--- src/rtl/cdb_pkg.sv ---
// Shared CDB definitions: default bus widths and the one-hot reservation-station
// tags used by the register file, the adder RS and the CDB arbiter.
package cdb_pkg;

  localparam int unsigned CDB_DATA_W = 32;
  localparam int unsigned CDB_TAG_W  = 6;

  // One-hot RS identifiers carried on CDB_source
  localparam logic [CDB_TAG_W-1:0] RS_NONE  = 6'b000000;
  localparam logic [CDB_TAG_W-1:0] RS_ADD1  = 6'b000001;
  localparam logic [CDB_TAG_W-1:0] RS_ADD2  = 6'b000010;
  localparam logic [CDB_TAG_W-1:0] RS_ADD3  = 6'b000100;
  localparam logic [CDB_TAG_W-1:0] RS_MUL1  = 6'b001000;
  localparam logic [CDB_TAG_W-1:0] RS_MUL2  = 6'b010000;
  localparam logic [CDB_TAG_W-1:0] RS_LOAD1 = 6'b100000;

endpackage

--- src/rtl/cdb_arbiter_rr_priority_pick.sv ---
// Combinational rotating-priority picker.
// Ports:
//   i_req    - request vector, one bit per unit
//   i_ptr    - index where the circular search starts (must be < N)
//   o_gnt_c  - one-hot of the first requester at or after i_ptr
//   o_idx_c  - binary index of that requester
//   o_any_c  - high when any request is present
module rr_priority_pick #(
  parameter int unsigned N     = 3,
  parameter int unsigned IDX_W = 2
) (
  input  logic [N-1:0]     i_req,
  input  logic [IDX_W-1:0] i_ptr,
  output logic [N-1:0]     o_gnt_c,
  output logic [IDX_W-1:0] o_idx_c,
  output logic             o_any_c
);

  // Walk the ring from farthest to nearest so the nearest hit wins last
  always_comb begin : pick
    int pos;
    pos     = 0;
    o_gnt_c = '0;
    o_idx_c = '0;
    o_any_c = 1'b0;
    for (int k = int'(N) - 1; k >= 0; k--) begin
      pos = int'(i_ptr) + k;
      if (pos >= int'(N)) pos = pos - int'(N);
      if (i_req[pos]) begin
        o_gnt_c      = '0;
        o_gnt_c[pos] = 1'b1;
        o_idx_c      = IDX_W'(pos);
        o_any_c      = 1'b1;
      end
    end
  end

endmodule

--- src/rtl/cdb_arbiter.sv ---
// Round-robin arbiter for the common data bus. Units raise rts with their result
// and RS tag; the arbiter issues a one-cycle one-hot xmit grant and, on the next
// edge, broadcasts the granted unit's data/tag with a one-cycle CDB_write.
// Ports:
//   clock, reset  - rising-edge clock, synchronous active-high reset
//   unit_rts      - per-unit ready-to-send
//   unit_data     - per-unit result, unit i at [i*DATA_W +: DATA_W]
//   unit_source   - per-unit RS tag, unit i at [i*TAG_W +: TAG_W]
//   cdb_hold      - blocks new grants while high
//   unit_xmit     - one-hot grant pulse
//   CDB_data, CDB_source, CDB_write - registered bus beat
//   starve        - sticky per-unit starvation flag
module cdb_arbiter
  import cdb_pkg::*;
#(
  parameter int unsigned NUM_UNITS = 3,
  parameter int unsigned DATA_W    = CDB_DATA_W,
  parameter int unsigned TAG_W     = CDB_TAG_W,
  parameter int unsigned MAX_WAIT  = 15
) (
  input  logic                        clock,
  input  logic                        reset,
  input  logic [NUM_UNITS-1:0]        unit_rts,
  input  logic [NUM_UNITS*DATA_W-1:0] unit_data,
  input  logic [NUM_UNITS*TAG_W-1:0]  unit_source,
  input  logic                        cdb_hold,
  output logic [NUM_UNITS-1:0]        unit_xmit,
  output logic [DATA_W-1:0]           CDB_data,
  output logic [TAG_W-1:0]            CDB_source,
  output logic                        CDB_write,
  output logic [NUM_UNITS-1:0]        starve
);

  localparam int unsigned IDX_W = (NUM_UNITS > 1) ? $clog2(NUM_UNITS) : 1;
  localparam int unsigned CNT_W = $clog2(MAX_WAIT + 1);

  logic [IDX_W-1:0]     r_ptr;
  logic [NUM_UNITS-1:0] r_xmit;
  logic [DATA_W-1:0]    r_data;
  logic [TAG_W-1:0]     r_source;
  logic                 r_write;
  logic [NUM_UNITS-1:0] r_starve;
  logic [CNT_W-1:0]     r_wait [NUM_UNITS];

  logic [NUM_UNITS-1:0] w_elig;
  logic [NUM_UNITS-1:0] w_pick_oh;
  logic [IDX_W-1:0]     w_pick_idx;
  logic                 w_pick_any;
  logic                 w_issue;
  logic [NUM_UNITS-1:0] w_gnt;
  logic [IDX_W-1:0]     w_ptr_nxt;
  logic [DATA_W-1:0]    w_sel_data;
  logic [TAG_W-1:0]     w_sel_source;
  logic [CNT_W-1:0]     w_wait_nxt [NUM_UNITS];
  logic [NUM_UNITS-1:0] w_starve_nxt;

  // A unit in its xmit cycle is masked so a lingering rts is never double-granted
  assign w_elig = unit_rts & ~r_xmit;

  rr_priority_pick #(
    .N     (NUM_UNITS),
    .IDX_W (IDX_W)
  ) u_pick (
    .i_req   (w_elig),
    .i_ptr   (r_ptr),
    .o_gnt_c (w_pick_oh),
    .o_idx_c (w_pick_idx),
    .o_any_c (w_pick_any)
  );

  assign w_issue   = ~cdb_hold & w_pick_any;
  assign w_gnt     = w_issue ? w_pick_oh : '0;
  assign w_ptr_nxt = (w_pick_idx == IDX_W'(NUM_UNITS - 1)) ? '0 : w_pick_idx + IDX_W'(1);

  // Select the payload of the unit currently holding xmit
  always_comb begin
    w_sel_data   = '0;
    w_sel_source = '0;
    for (int i = 0; i < int'(NUM_UNITS); i++) begin
      if (r_xmit[i]) begin
        w_sel_data   = unit_data[i*DATA_W +: DATA_W];
        w_sel_source = unit_source[i*TAG_W +: TAG_W];
      end
    end
  end

  // Wait counters: count pending-but-ungranted cycles, saturate at MAX_WAIT
  always_comb begin
    w_starve_nxt = r_starve;
    for (int i = 0; i < int'(NUM_UNITS); i++) begin
      w_wait_nxt[i] = r_wait[i];
      if (!unit_rts[i] || w_gnt[i] || r_xmit[i]) begin
        w_wait_nxt[i] = '0;
      end else if (r_wait[i] != CNT_W'(MAX_WAIT)) begin
        w_wait_nxt[i] = r_wait[i] + CNT_W'(1);
      end
      if (w_wait_nxt[i] == CNT_W'(MAX_WAIT)) w_starve_nxt[i] = 1'b1;
    end
  end

  // Grant stage, transfer stage and counters
  always_ff @(posedge clock) begin
    if (reset) begin
      r_ptr    <= '0;
      r_xmit   <= '0;
      r_data   <= '0;
      r_source <= '0;
      r_write  <= 1'b0;
      r_starve <= '0;
      for (int i = 0; i < int'(NUM_UNITS); i++) r_wait[i] <= '0;
    end else begin
      r_xmit <= w_gnt;
      if (w_issue) r_ptr <= w_ptr_nxt;
      r_write <= |r_xmit;
      if (|r_xmit) begin
        r_data   <= w_sel_data;
        r_source <= w_sel_source;
      end
      r_starve <= w_starve_nxt;
      for (int i = 0; i < int'(NUM_UNITS); i++) r_wait[i] <= w_wait_nxt[i];
    end
  end

  assign unit_xmit  = r_xmit;
  assign CDB_data   = r_data;
  assign CDB_source = r_source;
  assign CDB_write  = r_write;
  assign starve     = r_starve;

  // Unit contract: payload must not change across the xmit cycle
  for (genvar gi = 0; gi < int'(NUM_UNITS); gi++) begin : g_contract
    a_payload_stable : assert property (@(posedge clock) disable iff (reset)
      r_xmit[gi] |->
        (unit_data[gi*DATA_W +: DATA_W] == $past(unit_data[gi*DATA_W +: DATA_W])) &&
        (unit_source[gi*TAG_W +: TAG_W] == $past(unit_source[gi*TAG_W +: TAG_W])));
  end

endmodule

--- config.mk ---
export PLATFORM = sky130hd
export DESIGN_NAME = cdb_arbiter
export DESIGN_NICKNAME = d
export VERILOG_FILES = /design/src/rtl/cdb_pkg.sv /design/src/rtl/cdb_arbiter_rr_priority_pick.sv /design/src/rtl/cdb_arbiter.sv
export SDC_FILE = /design/constraint.sdc
export NUM_CORES = 1
export LEC_CHECK = 0
export ABC_CLOCK_PERIOD_IN_PS = 2300
export CAP_MARGIN = 20
export CORE_UTILIZATION = 37
export CTS_BUF_LIST = sky130_fd_sc_hd__clkbuf_4
export DETAILED_ROUTE_END_ITERATION = 10
export PLACE_DENSITY = 0.9
export REMOVE_ABC_BUFFERS = 1
export SYNTH_ARGS = -nofsm -noshare
export SYNTH_HDL_FRONTEND = slang
export SYNTH_SLANG_ARGS = --single-unit
--- constraint.sdc ---
create_clock -name clock -period 2.3 [get_ports clock]
set_input_delay 0.575 -clock clock [delete_from_list [all_inputs] [get_ports clock]]
set_output_delay 0.575 -clock clock [all_outputs]
set_load 0.03 [all_outputs]
==> results.yml <==
place:
  dp_worst_setup_slack_ns: -0.4414
  place_area_mm2: 0.005145
  port_buffers: 164
  routabilityCongestion: 0.9442
  place_inst: 655
  dp_hpwl_um: 7960
drt:
  viasPerCell: 5.685
  dr.pass1.iters: 6
  drt_iter0_markers: 210
  routedWlPerCell_um: 17.47
  ant_nets: 0
  routed_wirelength_um: 11920
  drc: 0
  dr_total_vias: 3877
min_path:
  min_path_type: "register to register"
critical_path:
  path_max_fanout: 6
  worstSetupPathType: "register to register"
  end_kind: "register"
  cp.required_ns: 2.62
  critical_path.startpoint_type: "register"
  worstPathArrival_ns: 2.77
die:
  initial_core_util_pct: 38.48
  die_w_um: 94.68
  std_cell_rows: 33
  coreArea_mm2: 0.008258
  pin_count: 165
  dieArea_mm2: 0.008964
  fp.dieH_um: 94.68
clock_network:
  tritoncts: "yes"
  clock_latency_ns: 0.39
  clk_pin_slew_ns: 0.11
  cts.sinks: 59
  cts_root_buffer: "clkbuf_4"
  clock_path_buffers: 2
  cts_buffers: 9
  htreeDepth: 3
timing:
  max_freq_ghz: 0.4075
  fin_setup_tns_ns: -0.6718
  fin_crit_sh_pct: 106.7
  slew_violations: 0
  min_period_ns: 2.454
  hold_viol: 0
  rsz0062_at_grt: "true"
  slew_headroom_pct: 38.48
  skew_ns: 0.01755
  setup_viol: 11
  tightest_slew_ns: 0.9206
  fin_ws_ns: -0.1540
yosys:
  yosysWarningCount: 0
  synth_area_leaders: "dfxtp_1 (37%), a22o_1 (10%), a22oi_1 (9.0%), o21ai_0 (7.1%), nand2_1 (5.4%)"
  synth_edf_count: 0
  yosysMostFrequentCell: "dfxtp_1"
  ys.flop_type: "dfxtp_1"
  seq_area_frac_synth_pct: 37.17
  ys_top_cells_by_count: "dfxtp_1 (59), nand2_1 (46), o21ai_0 (45)"
  synth.avg_cell_area_um2: 8.363
  ys_seq_elements: 59
  ys_types: 51
  synthArstFlopShare_pct: 0
  synth_top_area_share_pct: 37.17
  synth_top_cell_by_area: "dfxtp_1"
  syn_inst: 380
  synthesis.area_mm2: 0.003178
layout:
  area_growth_pct: 75.91
  final_area_mm2: 0.005590
  stdcell_count: 682
  drive_gt1_share_pct: 16.29
  layout.nets: 699
  diodes: 0
global_routing:
  grt_max_degree: 43
  grt_pass1_vias: 3460
  globalRouteTotalUtil_pct: 23.92
  antenna_found_initial: 0
  grt-ovfl-total: 0
  grt_first_pass_wirelength_um: 16670
run_status:
  status: "finished with violations"
  violations: "negative setup slack"
pwr:
  irDropWorstVdd_mv: 0.6092
  totalPowerFinal_mw: 5.206
  power_density_mw_per_mm2: 931.2
  power_leakage_nw: 2.077
flow_run:
  cap_viol_max_count: 0
## report_power, final
| part | switching [mW] | internal (mW) |
|---|---|---|
| combinational | 1.58 | 1.46 |
| sequential | 0.157 | 1.17 |
| clock | 0.385 | 0.445 |
## cells in the final DEF (no fill, tap or decap), drive strengths merged, types with 8 or more instances in the layout
| cell | count |
|---|---|
| o21ai | 45 |
| nand2 | 46 |
| dfxtp | 59 |
| nand3 | 8 |
| buf | 47 |
| nor2 | 15 |
| clkdlybuf4s50 | 162 |
| clkbuf | 10 |
| a22oi | 38 |
| a22o | 38 |
## final cells by class
cell class	instances	area, um^2
repair buffers	211	2027
clock buffers	10	75.07
inverters	6	27.53
clock inverters	6	80.08
fillers	636	2668
well taps	105	131.4
multi-input cells	285	2058
flip-flops and latches	59	1191
## path summary, 6_finish.rpt
kind | from | to | slack [ns] | depth (start not counted)
max | r_ptr[0] | r_wait[0][11] | -0.15 | 8
min | CDB_data[27] | CDB_data[27] | 0.48 | 1
max reg2reg | r_ptr[0] | r_wait[0][11] | -0.15 | 8
min reg2reg | CDB_data[27] | CDB_data[27] | 0.48 | 1
## worst max-delay path: stages (launching register included)
cell and delay, ns:
dfxtp_4 0.42, inv_4 0.05, ha_4 0.24, nor4bb_4 0.16
a211o_1 0.36, buf_6 0.15, o31a_1 0.31, a311o_2 0.47
a211oi_2 0.20
## layer usage
layer	global-route usage, %	part of all wire [%]	vias to the layer above	routed length (um)
li1	-	-	1827	-
met1	28.09	36	1820	4338
met2	43.35	52	197	6248
met3	4.911	9.0	33	1068
met4	7.197	2.2	0	261
met5	0	0	-	0
## metrics by stage
stage / hold slack [ns] / utilization [%]
after floorplan: 0.4633 / -
after global placement: 0.4551 / 62.30
after detailed placement: 0.4578 / 62.30
after CTS: 0.4810 / 65.11
after global routing: 0.5041 / 67.70
final: 0.4836 / 67.70
## kinds of logic after synthesis
| logic type | synth area share, % |
|---|---|
| adder cells (fa/ha/maj) | 2.756 |
| AO/OA/AOI/OAI | 34.45 |
| buffers and inverters | 4.252 |
| XOR/XNOR | 0.8269 |
| multiplexers | 1.260 |
| flip-flops | 37.17 |
| AND/OR/NAND/NOR | 19.29 |
## timing repair
action,CTS,global route
setup endpoints to repair,19,17
resized for setup,13,30
pin swaps,3,15
setup buffers,2,10
hold buffers,0,0
## registers in the layout, summed over array words and instances (netlist names)
| signal | flops |
|---|---|
| CDB_data | 32 |
| CDB_source | 6 |
| CDB_write | 1 |
| r_ptr | 2 |
| r_wait | 12 |
| starve | 3 |
| unit_xmit | 3 |
Power figures use the tool's default switching activity.
